`config.mk`:
```
export PLATFORM = sky130hd
export DESIGN_NAME = player_ctrl
export DESIGN_NICKNAME = d
export VERILOG_FILES = /design/src/rtl/bomber_pkg.sv /design/src/rtl/tile_collide.sv /design/src/rtl/player_ctrl.sv
export SDC_FILE = /design/constraint.sdc
export NUM_CORES = 1
export LEC_CHECK = 0
export ABC_AREA = 1
export BUFFER_PORTS_ARGS = -buffer_cell sky130_fd_sc_hd__buf_2
export CAP_MARGIN = 0
export CORE_UTILIZATION = 64
export CTS_CLUSTER_SIZE = 10
export DETAILED_ROUTE_END_ITERATION = 8
export PLACE_DENSITY = 0.93
export SYNTH_ARGS = -nofsm -noshare
export SYNTH_HDL_FRONTEND = slang
export SYNTH_SLANG_ARGS = --single-unit
```
`constraint.sdc`:
```
create_clock -name frame_clk -period 6.3 [get_ports frame_clk]
set_input_delay 1.575 -clock frame_clk [delete_from_list [all_inputs] [get_ports frame_clk]]
set_output_delay 1.575 -clock frame_clk [all_outputs]
set_load 0.01 [all_outputs]
```
`src/rtl/bomber_pkg.sv`:
```
// bomber_pkg: shared FSM states, tile geometry and the pillar-tile predicate
package bomber_pkg;
    typedef enum logic [1:0] {ALIVE, INVULN, DEAD} state_t;
    localparam int TILE   = 32;
    localparam int ORIGIN = 32;
    function automatic logic odd_tile(input logic [9:0] c);
        logic [9:0] t;
        t = (c - 10'(ORIGIN)) >> $clog2(TILE);
        return (c >= 10'(ORIGIN)) && t[0];
    endfunction
endpackage

```
`src/rtl/tile_collide.sv`:
```
// tile_collide: true when all four box corners are inside the arena and none sits in a pillar
module tile_collide
    import bomber_pkg::*;
#(
    parameter int X_MIN = 32,
    parameter int X_MAX = 575,
    parameter int Y_MIN = 32,
    parameter int Y_MAX = 447
)(
    input  logic [9:0] left,
    input  logic [9:0] right,
    input  logic [9:0] top,
    input  logic [9:0] bottom,
    output logic       ok
);
    logic in_bounds;
    logic in_pillar;
    assign in_bounds = left >= 10'(X_MIN) && right <= 10'(X_MAX) &&
                       top >= 10'(Y_MIN) && bottom <= 10'(Y_MAX);
    assign in_pillar = (odd_tile(left)  && odd_tile(top))    ||
                       (odd_tile(right) && odd_tile(top))    ||
                       (odd_tile(left)  && odd_tile(bottom)) ||
                       (odd_tile(right) && odd_tile(bottom));
    assign ok = in_bounds && !in_pillar;
endmodule

```
`src/rtl/player_ctrl.sv`:
```
// player_ctrl: per-frame player movement, blast damage/lives FSM and bomb drop with cooldown
module player_ctrl
    import bomber_pkg::*;
#(
    parameter logic [7:0] KEY_UP        = 8'h1A,
    parameter logic [7:0] KEY_DOWN      = 8'h16,
    parameter logic [7:0] KEY_LEFT      = 8'h04,
    parameter logic [7:0] KEY_RIGHT     = 8'h07,
    parameter logic [7:0] KEY_BOMB      = 8'h19,
    parameter int         START_X       = 34,
    parameter int         START_Y       = 34,
    parameter int         X_SIZE        = 18,
    parameter int         Y_SIZE        = 26,
    parameter int         STEP          = 1,
    parameter int         X_MIN         = 32,
    parameter int         X_MAX         = 575,
    parameter int         Y_MIN         = 32,
    parameter int         Y_MAX         = 447,
    parameter int         LIVES         = 3,
    parameter int         INVULN_FRAMES = 120,
    parameter int         BOMB_COOLDOWN = 60
)(
    input  logic       frame_clk,
    input  logic       Reset_n,
    input  logic [7:0] keycode,
    input  logic [9:0] blastX,
    input  logic [9:0] blastY,
    input  logic [9:0] blastXS,
    input  logic [9:0] blastYS,
    input  logic       blast_on,
    output logic [9:0] userX,
    output logic [9:0] userY,
    output logic       bomb_drop,
    output logic [9:0] bombX,
    output logic [9:0] bombY,
    output logic [2:0] heart,
    output logic       damage,
    output logic       dead,
    output logic       invuln
);
    state_t     state, state_nx;
    logic [9:0] inv_cnt, cool_cnt;
    logic [9:0] cand_x, cand_y, mid_x, mid_y;
    logic       key_prev, bomb_key, no_wrap, fits, hit, drop;
    logic       mv_left, mv_right, mv_up, mv_down;
    logic [10:0] px_end, py_end, bx_end, by_end;

    assign mv_left  = keycode == KEY_LEFT;
    assign mv_right = keycode == KEY_RIGHT;
    assign mv_up    = keycode == KEY_UP;
    assign mv_down  = keycode == KEY_DOWN;
    assign bomb_key = keycode == KEY_BOMB;

    // reject a step toward zero before the subtraction could wrap
    assign no_wrap = !(mv_left && userX < 10'(STEP)) && !(mv_up && userY < 10'(STEP));
    assign cand_x  = mv_left ? userX - 10'(STEP) : mv_right ? userX + 10'(STEP) : userX;
    assign cand_y  = mv_up   ? userY - 10'(STEP) : mv_down  ? userY + 10'(STEP) : userY;

    tile_collide #(
        .X_MIN(X_MIN), .X_MAX(X_MAX), .Y_MIN(Y_MIN), .Y_MAX(Y_MAX)
    ) u_collide (
        .left(cand_x),
        .right(cand_x + 10'(X_SIZE)),
        .top(cand_y),
        .bottom(cand_y + 10'(Y_SIZE)),
        .ok(fits)
    );

    // 11-bit edges so a blast reaching the top of the 10-bit range cannot wrap
    assign px_end = {1'b0, userX} + 11'(X_SIZE);
    assign py_end = {1'b0, userY} + 11'(Y_SIZE);
    assign bx_end = {1'b0, blastX} + {1'b0, blastXS};
    assign by_end = {1'b0, blastY} + {1'b0, blastYS};
    assign hit = blast_on && state == ALIVE &&
                 {1'b0, userX} < bx_end && {1'b0, blastX} < px_end &&
                 {1'b0, userY} < by_end && {1'b0, blastY} < py_end;

    assign drop  = bomb_key && !key_prev && state != DEAD && cool_cnt == 10'd0 && !hit;
    assign mid_x = userX + 10'(X_SIZE / 2);
    assign mid_y = userY + 10'(Y_SIZE / 2);

    assign dead   = state == DEAD;
    assign invuln = state == INVULN;

    always_comb begin
        state_nx = state;
        state_nx = hit ? (heart == 3'd1 ? DEAD : INVULN)
                 : (state == INVULN && inv_cnt <= 10'd1) ? ALIVE : state;
    end

    always_ff @(posedge frame_clk or negedge Reset_n) begin
        if (!Reset_n) begin
            state     <= ALIVE;
            userX     <= 10'(START_X);
            userY     <= 10'(START_Y);
            heart     <= 3'(LIVES);
            inv_cnt   <= '0;
            cool_cnt  <= '0;
            key_prev  <= 1'b0;
            damage    <= 1'b0;
            bomb_drop <= 1'b0;
            bombX     <= '0;
            bombY     <= '0;
        end else begin
            state     <= state_nx;
            key_prev  <= bomb_key;
            damage    <= hit;
            bomb_drop <= drop;
            inv_cnt   <= hit  ? 10'(INVULN_FRAMES) : inv_cnt  - {9'd0, inv_cnt  != 10'd0};
            cool_cnt  <= drop ? 10'(BOMB_COOLDOWN) : cool_cnt - {9'd0, cool_cnt != 10'd0};
            if (hit) begin
                heart <= heart - 3'd1;
                userX <= 10'(START_X);
                userY <= 10'(START_Y);
            end else if (state != DEAD && no_wrap && fits) begin
                userX <= cand_x;
                userY <= cand_y;
            end
            if (drop) begin
                bombX <= mid_x & ~10'(TILE - 1);
                bombY <= mid_y & ~10'(TILE - 1);
            end
        end
    end
endmodule

```
==> Flow_metrics.wiki <==
{| class="wikitable"
! Metric !! Value
|-
| Result of the run || complete, no violations
|-
| Number of stages on the worst hold path || 2
|-
| Depth of the worst register-to-register path || 18
|-
| Most frequent standard cell in the layout excluding fill and tap cells || nand2_1
|-
| Part of the Yosys area used for sequential elements || 21.8%
|-
| Final ANT Viol Nets || 0
|-
| Number of storage elements in the synthesis netlist || a little under 60
|-
| HPWL reported at the end of detailed placement || 12500 microns
|-
| Fraction of layout cells with a size suffix above 1 || around a fifth
|-
| Total vias in the final route || 6638
|-
| Mean cell area of the mapped netlist || about 7.1 sq um
|-
| Clock-pin slew of the registers on the worst-case setup and hold paths || 70 ps
|-
| Crit share post-route || between 80% and 90%
|-
| EDFF count, synth || 0
|-
| Count of inserted antenna diode cells || 0
|-
| Count of hold-fix buffers inserted at cts || 0
|-
| Worst slew slack as a fraction of its limit || 20.3%
|-
| Total clock buffers created by CTS || 9
|-
| IO buf count || 87
|-
| Highest-count cells in the layout ignoring fill and taps || nand2_1, inv_1, buf_2
|-
| Sinks on the clock net || slightly below 60
|-
| Largest net degree at the start of global routing || 59
|-
| Maximum clock insertion buffer count || 2
|-
| Number of core rows || 36
|-
| Die area || 10800 sq um
|-
| Weighted congestion at the end of routability-driven global placement || 0.885
|-
| Crit path depth || 23
|-
| Root buffer selected by CTS || clkbuf_8
|-
| Count of warnings emitted by yosys || 0
|-
| Final hold violations || 0
|-
| Startpoint type of the worst setup path || primary input
|-
| Violation count after the first detailed-route iteration || 656
|-
| # nets final || 1146
|-
| Post-Route Hold Slack || 486 ps
|-
| Cell class contributing the biggest share of worst-path delay || compound AO/OA/AOI/OAI gates
|-
| Worst setup path category || in -> reg
|-
| Area of the mapped netlist || approximately 6700 sq um
|-
| Die Span Y || about 100 microns
|-
| Top FF cell, synth || dfrtp_1
|-
| Detailed Route WL || 16600 microns
|-
| Total track usage || a little under a third
|-
| Worst path max stage delay || 460 ps
|-
| Count of final setup violators || 0
|-
| Setup slack, reg-to-reg || 2720 ps
|-
| Initial antenna violation count || 0
|-
| Worst slew pin tran || 1180 ps
|-
| Kind of end point of the critical path || flop
|-
| Overall overflow remaining after global route || 0
|-
| Initial cell density of the core || 67.1%
|-
| Tmin final || 5110 ps
|-
| Clock tree from TritonCTS || done
|-
| Leak || 4.03 nW
|-
| Count of final max-slew check failures || 0
|-
| Max VDD drop || 0.171 mV
|-
| Fmax || 0.196 GHz
|-
| Detailed-route vias per instance || 5.74
|-
| Area growth from synthesis to layout || 9.44%
|-
| CP Data Required Time || roughly 6500 ps
|-
| Number of global-route vias before repair || 5960
|-
| Critical Path Sink || bombY[9]$_DFFE_PN0N_
|-
| Power density over cell area || around 300 nW/um^2
|-
| Number of levels in the clock H-tree || 3
|-
| Post-CTS setup repair buffer count || 0
|-
| Count of unique library cells instantiated by Yosys || 46
|-
| Number of detailed-route iterations in the first pass || 6
|-
| Worst setup startpoint || blastX[0]
|-
| Post-placement worst setup slack || 906 ps
|-
| Resized Gates After CTS || 0
|-
| Startpoint of the lowest-slack register-to-register path || userX[1]$_DFFE_PN1P_
|-
| Setup repair after global routing missed its margin || false
|-
| Final worst-path setup slack || around 1200 ps
|-
| Cell with the largest stage delay on the worst path || nand2_1
|-
| Core box area || ~10000 sq um
|-
| Max-cap check violation count || 0
|-
| Worst path cell trace || buf_2, ha_1, inv_1, fa_1, o21ai_0, a21oi_1, nor2_1, nor2_1, xor2_1, ha_1, nand2_1, nor2_1, a211oi_1, o21ai_0, nand3_1, a21boi_0, o21ai_0, nand2_1, nor2_2, inv_1, nand2_1, nand2_1, o21ai_0
|-
| Synth async-reset ratio || 100%
|-
| Routed wirelength normalized by instance count || 14.4 microns
|-
| Wire length of the first global-routing pass || 27600 microns
|-
| Top fanout value on the critical path || 21
|-
| Number of DRC violations after detailed routing || 0
|-
| Power, Total || 2.22 mW
|-
| Worst-Skew Late Latency || 340 ps
|-
| Capture instance of the worst register-to-register path || userX[5]$_DFFE_PN1P_
|-
| Worst endpoint data arrival time || ~5400 ps
|-
| Setup total negative slack || 0 ps
|-
| Final worst clock skew || ~8.7 ps
|-
| Width of the die || 104 microns
|-
| CP bufs+invs || 3
|-
| Hold Path Class || reg -> reg
|-
| Number of primary I/O pins || 98
|-
| Post-Synthesis Cells || roughly 940
|}
## registers in the layout, summed over array words and instances, names as in the netlist
register	count
userX	10
userY	10
bombX	5
cool_cnt	10
heart	3
bomb_drop	1
state	2
key_prev	1
inv_cnt	10
damage	1
bombY	5
## kinds of logic (layout without fill, tap and decap cells)
| family | Yosys count | after routing | share of synthesized area [%] |
|---|---|---|---|
| flops | 58 | 58 | 21.8 |
| fa+ha+maj | 77 | 77 | 14.6 |
| simple gates | 499 | 499 | 36.7 |
| buf+inv | 145 | 216 | 10.0 |
| other cells | 1 | 10 | 0.0561 |
| xor+xnor | 60 | 60 | 7.87 |
| compound gates | 103 | 103 | 8.86 |
## worst reg2reg max path: cells and delay by family (launching register included)
family	cells	cell delay, ps
DFF	1	630
adders and majority gates	2	600
buffers and inverters	2	560
xor gates and xnor gates	1	90
and+or+nand+nor	9	1140
AOI/OAI and AO/OA	4	490
## Yosys cell counts (all sizes together), types with 6 or more instances
master  number  area share (%)
dfrtp       52              19
nor3        10             1.1
xnor2       10             1.3
nand4       34             3.2
buf         33             3.7
xor2        50             6.6
dfstp        6             2.4
inv        109             6.1
ha          75              14
nand3       79             7.6
o21ai       34             2.5
nor2        84             6.7
nand2      281              17
a21oi       47             3.9
## through the flow
stage,instance area (sq um),utilization [%],instances
after floorplan,6710,-,952
after global placement,7080,71.1,1140
after detailed placement,7080,71.1,1140
after CTS,7310,73.4,1156
after global routing,7310,73.4,1156
final,7310,73.4,1156
## area by class of cell
| class | instances | area, sq um |
|---|---|---|
| clock buffers | 12 | 155 |
| clock inverters | 4 | 73.8 |
| fillers | 755 | 2650 |
| inverters | 110 | 413 |
| multi-input cells | 749 | 4580 |
| flip-flops and latches | 58 | 1460 |
| well taps | 133 | 166 |
| repair buffers | 90 | 458 |
## worst min-delay path by stage
stage	from	to	slack (ps)
6_report	bombX[8]$_DFFE_PN0N_	bombX[8]$_DFFE_PN0N_	490
5_1_grt	bombX[8]$_DFFE_PN0N_	bombX[8]$_DFFE_PN0N_	510
4_1_cts	bombY[8]$_DFFE_PN0N_	bombY[8]$_DFFE_PN0N_	490
3_5_place_dp	bombY[8]$_DFFE_PN0N_	bombY[8]$_DFFE_PN0N_	480
3_3_place_gp	bombX[6]$_DFFE_PN0N_	bombX[6]$_DFFE_PN0N_	470
2_1_floorplan	cool_cnt[3]$_DFF_PN0_	cool_cnt[3]$_DFF_PN0_	480
## report_power, final
| part | internal (mW) | total [mW] | switching [mW] | leakage [nW] |
|---|---|---|---|---|
| Combinational | 0.442 | 1.21 | 0.772 | 3.19 |
| Sequential | 0.453 | 0.618 | 0.165 | 0.719 |
| Clock | 0.244 | 0.392 | 0.148 | 0.117 |
| Total | 1.14 | 2.22 | 1.08 | 4.03 |
## routing by layer
layer | vias up | share of wire (%) | GRT usage [%] | wire length (microns)
met1 | 3032 | 42 | 41.8 | 6960
met3 | 50 | 8.7 | 6.52 | 1450
met5 | - | 0 | 0 | 0
met2 | 347 | 47 | 50.3 | 7870
li1 | 3209 | - | - | -
met4 | 0 | 2.1 | 9.39 | 356
(Power assumes the default switching activity.)
